===== config.mk =====
export PLATFORM = sky130hd
export DESIGN_NAME = multi_zone_rain_ctrl
export DESIGN_NICKNAME = d
export VERILOG_FILES = /design/src/rtl/rain_pkg.sv /design/src/rtl/rain_zone_fsm.sv /design/src/rtl/multi_zone_rain_ctrl.sv
export SDC_FILE = /design/constraint.sdc
export NUM_CORES = 1
export LEC_CHECK = 0
export CELL_PAD_IN_SITES_DETAIL_PLACEMENT = 1
export CELL_PAD_IN_SITES_GLOBAL_PLACEMENT = 2
export CORE_ASPECT_RATIO = 0.7
export CORE_MARGIN = 2
export CORE_UTILIZATION = 41
export CTS_BUF_LIST = sky130_fd_sc_hd__clkbuf_4
export DETAILED_ROUTE_END_ITERATION = 10
export GPL_TIMING_DRIVEN = 1
export PLACE_DENSITY_LB_ADDON = 0.1
export SLEW_MARGIN = 20
export SYNTH_ARGS = -nofsm -noshare
export SYNTH_HDL_FRONTEND = slang
export SYNTH_SLANG_ARGS = --single-unit

===== constraint.sdc =====
create_clock -name clk -period 3.9 [get_ports clk]
set_input_delay 0.39 -clock clk [delete_from_list [all_inputs] [get_ports clk]]
set_output_delay 0.39 -clock clk [all_outputs]
set_load 0.02 [all_outputs]

===== src/rtl/rain_pkg.sv =====
// Shared types and default constants for the multi-zone rain controller.
// Optional feature macro: RAIN_ALERT_EVTCNT_EN (per-zone WET-entry event counters).
package rain_pkg;

   // Per-zone debounce state
   typedef enum logic [1:0] {
      DRY      = 2'd0,
      WET_PEND = 2'd1,
      WET      = 2'd2,
      DRY_PEND = 2'd3
   } zone_state_t;

   localparam int DEF_N_ZONES     = 4;
   localparam int DEF_DEB_CYCLES  = 16;
   localparam int DEF_DRY_HOLD    = 1024;
   localparam int DEF_BUZZ_CYCLES = 256;

   // Larger of two integers, used to size the shared debounce counter
   function automatic int max_int(input int a, input int b);
      return (a > b) ? a : b;
   endfunction

endpackage


===== src/rtl/rain_zone_fsm.sv =====
// Single-zone rain debounce FSM: DEB_CYCLES consecutive wet samples declare rain,
// DRY_HOLD consecutive dry samples clear it. One counter serves both directions.
module rain_zone_fsm
   import rain_pkg::*;
#(
   parameter int DEB_CYCLES = DEF_DEB_CYCLES,
   parameter int DRY_HOLD   = DEF_DRY_HOLD
) (
   input  logic        clk,
   input  logic        rst,
   input  logic        sample,
   output zone_state_t state,
   output logic        wet_enter
);

   localparam int CNT_W = $clog2(max_int(DEB_CYCLES, DRY_HOLD) + 1);
   // Thresholds are compared before the increment, so the last sample of a run
   // is the one that moves the FSM; >= keeps the counter bounded for a value of 1.
   localparam logic [CNT_W-1:0] DEB_LAST = CNT_W'(DEB_CYCLES - 1);
   localparam logic [CNT_W-1:0] DRY_LAST = CNT_W'(DRY_HOLD - 1);
   localparam logic [CNT_W-1:0] CNT_ONE  = CNT_W'(1);

   zone_state_t      state_nxt;
   logic [CNT_W-1:0] cnt;
   logic [CNT_W-1:0] cnt_nxt;

   // State and run-length counter registers
   always_ff @(posedge clk) begin
      if (rst) begin
         state <= DRY;
         cnt   <= '0;
      end else begin
         state <= state_nxt;
         cnt   <= cnt_nxt;
      end
   end

   // Next-state and counter update; wet_enter flags the WET_PEND->WET step
   always_comb begin
      state_nxt = state;
      cnt_nxt   = cnt;
      wet_enter = 1'b0;
      unique case (state)
         DRY: begin
            if (sample) begin
               state_nxt = WET_PEND;
               cnt_nxt   = CNT_ONE;
            end
         end
         WET_PEND: begin
            if (!sample) begin
               state_nxt = DRY;
               cnt_nxt   = '0;
            end else if (cnt >= DEB_LAST) begin
               state_nxt = WET;
               cnt_nxt   = '0;
               wet_enter = 1'b1;
            end else begin
               cnt_nxt = cnt + CNT_ONE;
            end
         end
         WET: begin
            if (!sample) begin
               state_nxt = DRY_PEND;
               cnt_nxt   = CNT_ONE;
            end
         end
         DRY_PEND: begin
            if (sample) begin
               state_nxt = WET;
               cnt_nxt   = '0;
            end else if (cnt >= DRY_LAST) begin
               state_nxt = DRY;
               cnt_nxt   = '0;
            end else begin
               cnt_nxt = cnt + CNT_ONE;
            end
         end
         default: begin
            state_nxt = DRY;
            cnt_nxt   = '0;
         end
      endcase
   end

endmodule


===== src/rtl/multi_zone_rain_ctrl.sv =====
// Multi-zone rain controller: synchronises raw sensors, debounces each zone,
// drives per-zone LEDs and valve gating, and a shared acknowledgeable buzzer.
// Optional feature macro: RAIN_ALERT_EVTCNT_EN adds evt_cnt (8-bit saturating
// WET-entry counter per zone).
module multi_zone_rain_ctrl
   import rain_pkg::*;
#(
   parameter int N_ZONES     = DEF_N_ZONES,
   parameter int DEB_CYCLES  = DEF_DEB_CYCLES,
   parameter int DRY_HOLD    = DEF_DRY_HOLD,
   parameter int BUZZ_CYCLES = DEF_BUZZ_CYCLES
) (
   input  logic               clk,
   input  logic               rst,
   input  logic [N_ZONES-1:0] rain_sensor,
   input  logic [N_ZONES-1:0] irr_req,
   input  logic               buzz_ack,
   output logic [N_ZONES-1:0] led,
   output logic [N_ZONES-1:0] irrigation_en,
   output logic               buzzer,
   output logic               any_rain
`ifdef RAIN_ALERT_EVTCNT_EN
   ,
   output logic [N_ZONES*8-1:0] evt_cnt
`endif
);

   localparam int TMR_W = $clog2(BUZZ_CYCLES + 1);
   localparam logic [TMR_W-1:0] BUZZ_LOAD = TMR_W'(BUZZ_CYCLES);
   localparam logic [TMR_W-1:0] TMR_ONE   = TMR_W'(1);

   logic [N_ZONES-1:0] sync_p0;
   logic [N_ZONES-1:0] sync_p1;
   zone_state_t        zone_state [N_ZONES];
   logic [N_ZONES-1:0] wet_enter;
   logic [N_ZONES-1:0] wet_entry_p2;
   logic [TMR_W-1:0]   timer;

   // Stage p0/p1: two-flop synchroniser for the asynchronous sensors
   always_ff @(posedge clk) begin
      if (rst) begin
         sync_p0 <= '0;
         sync_p1 <= '0;
      end else begin
         sync_p0 <= rain_sensor;
         sync_p1 <= sync_p0;
      end
   end

   // Stage p2: one debounce FSM per zone
   for (genvar g = 0; g < N_ZONES; g++) begin : g_zone
      rain_zone_fsm #(
         .DEB_CYCLES (DEB_CYCLES),
         .DRY_HOLD   (DRY_HOLD)
      ) u_fsm (
         .clk       (clk),
         .rst       (rst),
         .sample    (sync_p1[g]),
         .state     (zone_state[g]),
         .wet_enter (wet_enter[g])
      );
   end

   // Stage p3: registered LED decode and valve gating; entry pulse aligned with LED
   always_ff @(posedge clk) begin
      if (rst) begin
         led           <= '0;
         irrigation_en <= '0;
         wet_entry_p2  <= '0;
      end else begin
         wet_entry_p2 <= wet_enter;
         for (int i = 0; i < N_ZONES; i++) begin
            led[i]           <= (zone_state[i] == WET) || (zone_state[i] == DRY_PEND);
            irrigation_en[i] <= irr_req[i] &&
                                ((zone_state[i] == DRY) || (zone_state[i] == WET_PEND));
         end
      end
   end

   // Shared buzzer timer: any new WET entry reloads (and beats ack); ack silences
   always_ff @(posedge clk) begin
      if (rst) begin
         timer <= '0;
      end else if (|wet_entry_p2) begin
         timer <= BUZZ_LOAD;
      end else if (buzz_ack) begin
         timer <= '0;
      end else if (timer != '0) begin
         timer <= timer - TMR_ONE;
      end
   end

   assign buzzer   = (timer != '0);
   assign any_rain = |led;

`ifdef RAIN_ALERT_EVTCNT_EN
   // Saturating 8-bit increment
   function automatic logic [7:0] sat_inc8(input logic [7:0] v);
      return (v == 8'hFF) ? v : v + 8'd1;
   endfunction

   logic [7:0] evt_q [N_ZONES];

   // Per-zone WET-entry event counters
   always_ff @(posedge clk) begin
      if (rst) begin
         for (int i = 0; i < N_ZONES; i++) evt_q[i] <= '0;
      end else begin
         for (int i = 0; i < N_ZONES; i++) begin
            if (wet_entry_p2[i]) evt_q[i] <= sat_inc8(evt_q[i]);
         end
      end
   end

   for (genvar g = 0; g < N_ZONES; g++) begin : g_evt
      assign evt_cnt[g*8 +: 8] = evt_q[g];
   end
`endif

endmodule


Word-level counts from Yosys, hierarchy flattened
Index checks and enable logic that the tools add are counted.
W data, S select, Z words.
{"block": "classes", "reduce_logical": 33, "bitwise_logic": 8, "n_mux": 63, "n_addsub": 5, "n_lt_le_gt_ge": 8, "eq_ne": 28}
{"cell": "$mux W11", "n": 24}
{"cell": "$pmux W11 S4", "n": 4}
{"cell": "$mux W2", "n": 24}
{"cell": "$add A11 B1 Y11 const B", "n": 4}
{"cell": "$ge A11 B10 Y1 const B", "n": 4}
{"cell": "$ge A11 B4 Y1 const B", "n": 4}
{"cell": "$pmux W2 S4", "n": 4}
{"cell": "$mux W9", "n": 3}
{"cell": "$ne A3 B2 Y1 const B", "n": 8}
{"cell": "$eq A2 B2 Y1 const B", "n": 8}
{"cell": "$ne A2 B2 Y1 const B", "n": 8}
{"cell": "$reduce_and A4 Y1", "n": 4}
{"cell": "$reduce_or A3 Y1", "n": 4}
{"cell": "$reduce_bool A9 Y1", "n": 1}
{"cell": "$sub A9 B1 Y9 const B", "n": 1}
{"cell": "$eq A2 B1 Y1 const B", "n": 4}
{"cell": "$logic_not A2 Y1", "n": 4}
{"cell": "$logic_or A1 B1 Y1", "n": 8}
{"cell": "$not A1 Y1", "n": 8}
{"cell": "$reduce_and A2 Y1", "n": 4}
{"cell": "$reduce_or A4 Y1", "n": 2}
{"cell": "$reduce_or A6 Y1", "n": 1}
{"cell": "$logic_and A1 B1 Y1", "n": 4}
{"cell": "$mux W1", "n": 4}
{"cell": "$reduce_bool A3 Y1", "n": 1}
{"block": "word_totals", "inputBits": 11, "out_inout_bits": 10, "regBits": 81, "wordCells": 163}

Logic depth before layout (Yosys ltp)
{"block": "depth", "ltp_word": 4, "depth_mapped": 7, "depth_no_buf": 7}

Cells and area by module
A second synthesis with hierarchy kept.
{"block": "unflattened", "hier_cells": 457, "area_unflattened_um2": 4281.6}
{"module": "rain_zone_fsm", "instances": 4, "seq_area_each_um2": 260.2, "cells_each": 91, "area_per_inst_um2": 823.3}
{"module": "multi_zone_rain_ctrl", "instances": 1, "seq_area_each_um2": 580.6, "cells_each": 93, "area_per_inst_um2": 988.4}

Worst setup path after synthesis
No wires, ideal clock.
{"block": "synth_timing", "kind": "reg-to-output", "from": "register timer[0]", "to": "output buzzer", "arrival_time_ns": 1.674, "t_required_ns": 3.510, "path_buffers": 0, "path_stages_with_launch": 6, "setup_slack_ns": 1.836, "cell_sequence": "dfxtp_1 inv_1 ha_1 or3b_2 nor4_2 inv_1"}
{"block": "synth_via", "elab_chain_len": 1}
{"element": "start, declared", "line": "multi_zone_rain_ctrl.sv:37", "source": "logic [TMR_W-1:0] timer;"}
{"element": "start signal, assigned", "line": "multi_zone_rain_ctrl.sv:89", "source": "timer <= timer - TMR_ONE;"}
{"element": "$reduce_bool A9 Y1", "line": "multi_zone_rain_ctrl.sv:93", "source": "assign buzzer = (timer != '0);"}
{"element": "end, declared", "line": "multi_zone_rain_ctrl.sv:20", "source": "output logic buzzer,"}
No other way between the ends.

Worst setup path in the final report
Ends and elaborated chain as after synthesis.

==> summary.md <==
| Metric | Value |
|---|---|
| Gr usage total | `between 10% and 20%` |
| PD cells | `around 450 mW/mm²` |
| Total grt overflow | `0` |
| Core Region | `0.00893 mm²` |
| Worst setup path startpoint | `timer[0]$_SDFFE_PP0P_` |
| Worst reg2reg startpoint | `g_zone[3].u_fsm.cnt[0]$_SDFFE_PP0P_` |
| Maxcap violations | `0` |
| Drt total wl | `between 8000 and 9000 µm` |
| Clock-pin slew on the worst setup and hold paths | `about 130 ps` |
| #FFs+latches synth | `81` |
| Post-Place Cells | `between 500 and 600` |
| Period minus WS final | `slightly below 3000 ps` |
| Critical path depth | `6` |
| Syn Inst Count | `~440` |
| Fin. max-slew vios | `0` |
| Largest cells by area after synthesis | `dfxtp_1, a31oi_1, a21oi_1` |
| Reg2Reg Setup Slack | `between 1000 and 1500 ps` |
| Core Util, Final | `46.0%` |
| Design Power | `1.84 mW` |
| Crit path max fanout | `5` |
| Latest clock arrival within the worst-skew pair | `between 400 and 500 ps` |
| Num ports | `21` |
| Final worst slack | `just under 1000 ps` |
| IO buf count | `20` |
| Synth Area in XOR/XNOR | `under 10%` |
| Final Cycle Share | `between 70% and 80%` |
| Unrepaired setup endpoints after global routing | `false` |
| CP max stage cell | `clkdlybuf4s50_1` |
| Placer Congestion | `0.749` |
| Vias in the first global route | `between 3000 and 4000` |
| Post-Syn Area | `0.00371 mm²` |
| Largest family of logic cells by synthesized area | `simple AND/OR/NAND/NOR gates` |
| Post-synth ARST share | `0%` |
| P_leak | `approximately 1.4 nW` |
| HP Class | `in2reg` |
| Hold Path Cell Cnt | `4` |
| Vias | `roughly 3200` |
| Layout Skew | `around 15 ps` |
| CTS Root Cell | `clkbuf_4` |
| Post-synthesis mux area share | `less than 1%` |
| Initial Util | `about two fifths` |
| Die X | `around 120 µm` |
| Area Growth Syn to Fin | `10.5%` |
| Die Y | `~84 µm` |
| CTS Sinks | `81` |
| Synth Area in Simple Gates | `28.9%` |
| Rows | `29` |
| Status | `finished, final reports clean` |
| CP dominant cell by count | `inv_1` |
| Dpl ws | `around 1500 ps` |
| Rel. slew slack | `a little under half` |
| Initial antenna violation count | `0` |
| Initial DRT Pass Iterations | `4` |
| Maximum vdd drop | `approximately 0.00025 V` |
| Detailed placer's ending HPWL | `around 5800 µm` |
| Dpl cell area | `approximately 0.004 mm²` |
| H-Tree Depth | `3` |
| Drt drc | `0` |
| Largest stage delay on the critical path | `about 560 ps` |
| Diode count | `0` |
| Critical path, cell by cell | `inv_1, ha_1, or3b_2, nor4_2, inv_1, clkdlybuf4s50_1` |
| Share of synthesized cell area in full adder, half adder and majority cells | `approximately 1.7%` |
| Synth area leader | `dfxtp_1` |
| Share of cells above drive strength 1 | `~7.9%` |
| Mapped Nets | `around 450` |
| Pin count of the biggest net entering global routing | `57` |
| Top delay family on crit path | `buffers and inverters` |
| Final hold violation count | `0` |
| Register area share after synthesis | `43.7%` |
| Yosys top cell area share | `between 40% and 50%` |
| Final Non-Filler Cells | `581` |
| Crit path DAT | `around 2500 ps` |
| Setup bufs post-CTS | `0` |
| CTS-repair resized insts | `0` |
| Hold_buf cts | `0` |
| Max frequency | `around 340 MHz` |
| Remaining antenna violation count | `0` |
| CP Data Required Time | `3510 ps` |
| FF-to-FF End | `g_zone[3].u_fsm.cnt[8]$_SDFFE_PP0P_` |
| Post-synth cell types | `61` |
| Bufs and invs on worst path | `3` |
| Die area | `a little under 0.01 mm²` |
| Routed WL per cell | `approximately 15 µm` |
| Final setup violation count | `0` |
| Hold Slack | `just under 300 ps` |
| Syn avg cell area | `8.52 µm²` |
| Max clock buf depth | `2` |
| CP Class | `reg2out` |
| Worst Setup End Kind | `primary output` |
| Starting DRT DRC Count | `180` |
| Critical Path End | `buzzer` |
| Final net count | `roughly 470` |
| Via density | `about 5.5` |
| CP Launch Type | `flip-flop` |
| Final Cell Area | `0.00411 mm²` |
| Worst-margin pin slew | `781 ps` |
| Setup tns final | `0 ps` |
| First-pass GRT wire length | `~15000 µm` |
| Number of enable flip-flop cells after synthesis | `0` |
| Synth warn | `0` |
| Main synth FF type | `dfxtp_1` |
| TritonCTS clock tree | `yes` |
| Total CTS buffers | `9` |
| FF-to-FF path depth | `7` |
| Synth Area in Compound Gates | `20.3%` |
-- how the worst min path moves through the flow --
stage                                      end  slack, ps             startpoint
detailed placement       sync_p1[2]$_SDFF_PP0_        440  sync_p0[2]$_SDFF_PP0_
floorplan                sync_p1[0]$_SDFF_PP0_        410  sync_p0[0]$_SDFF_PP0_
finish              wet_entry_p2[1]$_SDFF_PP0_        290                    rst
global placement         sync_p1[2]$_SDFF_PP0_        420  sync_p0[2]$_SDFF_PP0_
global route        wet_entry_p2[1]$_SDFF_PP0_        300                    rst
CTS                 wet_entry_p2[1]$_SDFF_PP0_        260                    rst
-- report_power, final --
group	total, mW	switching, mW	internal (mW)
registers	0.920	0.0443	0.875
logic	0.484	0.262	0.222
clock network	0.440	0.297	0.143
-- synthesized netlist by cell type, drive strengths merged (5+ instances only) --
| cell | number |
|---|---|
| dfxtp | 81 |
| nor2 | 40 |
| nand2 | 34 |
| a21oi | 33 |
| a31oi | 27 |
| nand3 | 27 |
| nor2b | 16 |
| o21ai | 16 |
| clkbuf | 13 |
| nor3 | 13 |
| inv | 12 |
| nand3b | 9 |
| nand2b | 8 |
| nor4 | 8 |
| or3 | 8 |
| nand4 | 7 |
| a41oi | 6 |
| buf | 6 |
| a211oi | 5 |
| and3 | 5 |
| ha | 5 |
| or4 | 5 |
-- cell type report --
type	count	area, µm²
repair buffers	24	225
clock buffers	11	82.6
well taps	124	155
multi-input cells	324	1940
fillers	1090	4820
flip-flops and latches	81	1620
inverters	12	45.0
clock inverters	5	32.5
-- logic make-up after synthesis --
kind of cell / count (synthesis)
simple gates: 199
compound gates: 114
flops: 81
buf+inv: 31
xor+xnor: 5
fa+ha+maj: 5
mux: 1
-- registers in the layout, indices dropped and copies added, names as in the netlist, named ones only --
signal	flops
wet_entry_p2	4
g_zone.u_fsm.cnt	44
timer	9
led	4
sync_p0	4
g_zone.u_fsm.state	4
sync_p1	4
irrigation_en	4
-- tightest hold or removal path, stage by stage --
cell	delay, ps
buf_2	90
nor2b_1	60
nand2b_1	110
nor2b_1	60
-- layer usage --
metal | track usage (%) | wire, µm | vias to the layer above | part of all wire [%]
met2 | 28.5 | 3640 | 25 | 43
li1 | - | - | 1651 | -
met5 | 0 | 0 | - | 0
met1 | 26.1 | 4440 | 1493 | 52
met3 | 5.81 | 276 | 10 | 3.3
met4 | 5.26 | 105 | 0 | 1.2
-- placed cells by master (no fill, tap or decap), types with 5 or more instances in the layout --
master           netlist  layout
dfxtp_1               81      81
nor2_1                39      39
nand2_1               34      34
a21oi_1               32      32
nand3_1               27      27
a31oi_1               27      27
clkdlybuf4s50_1        0      19
nor2b_1               16      16
o21ai_0               16      16
nor3_1                13      13
inv_1                 12      12
clkbuf_4               0      11
nand3b_1               9       9
nand2b_1               8       8
or3_1                  7       7
nand4_1                7       7
nor4_1                 7       7
or4_1                  5       5
a41oi_1                5       5
a211oi_1               5       5
ha_1                   5       5
Note: power is estimated with default switching activity, not from simulation.
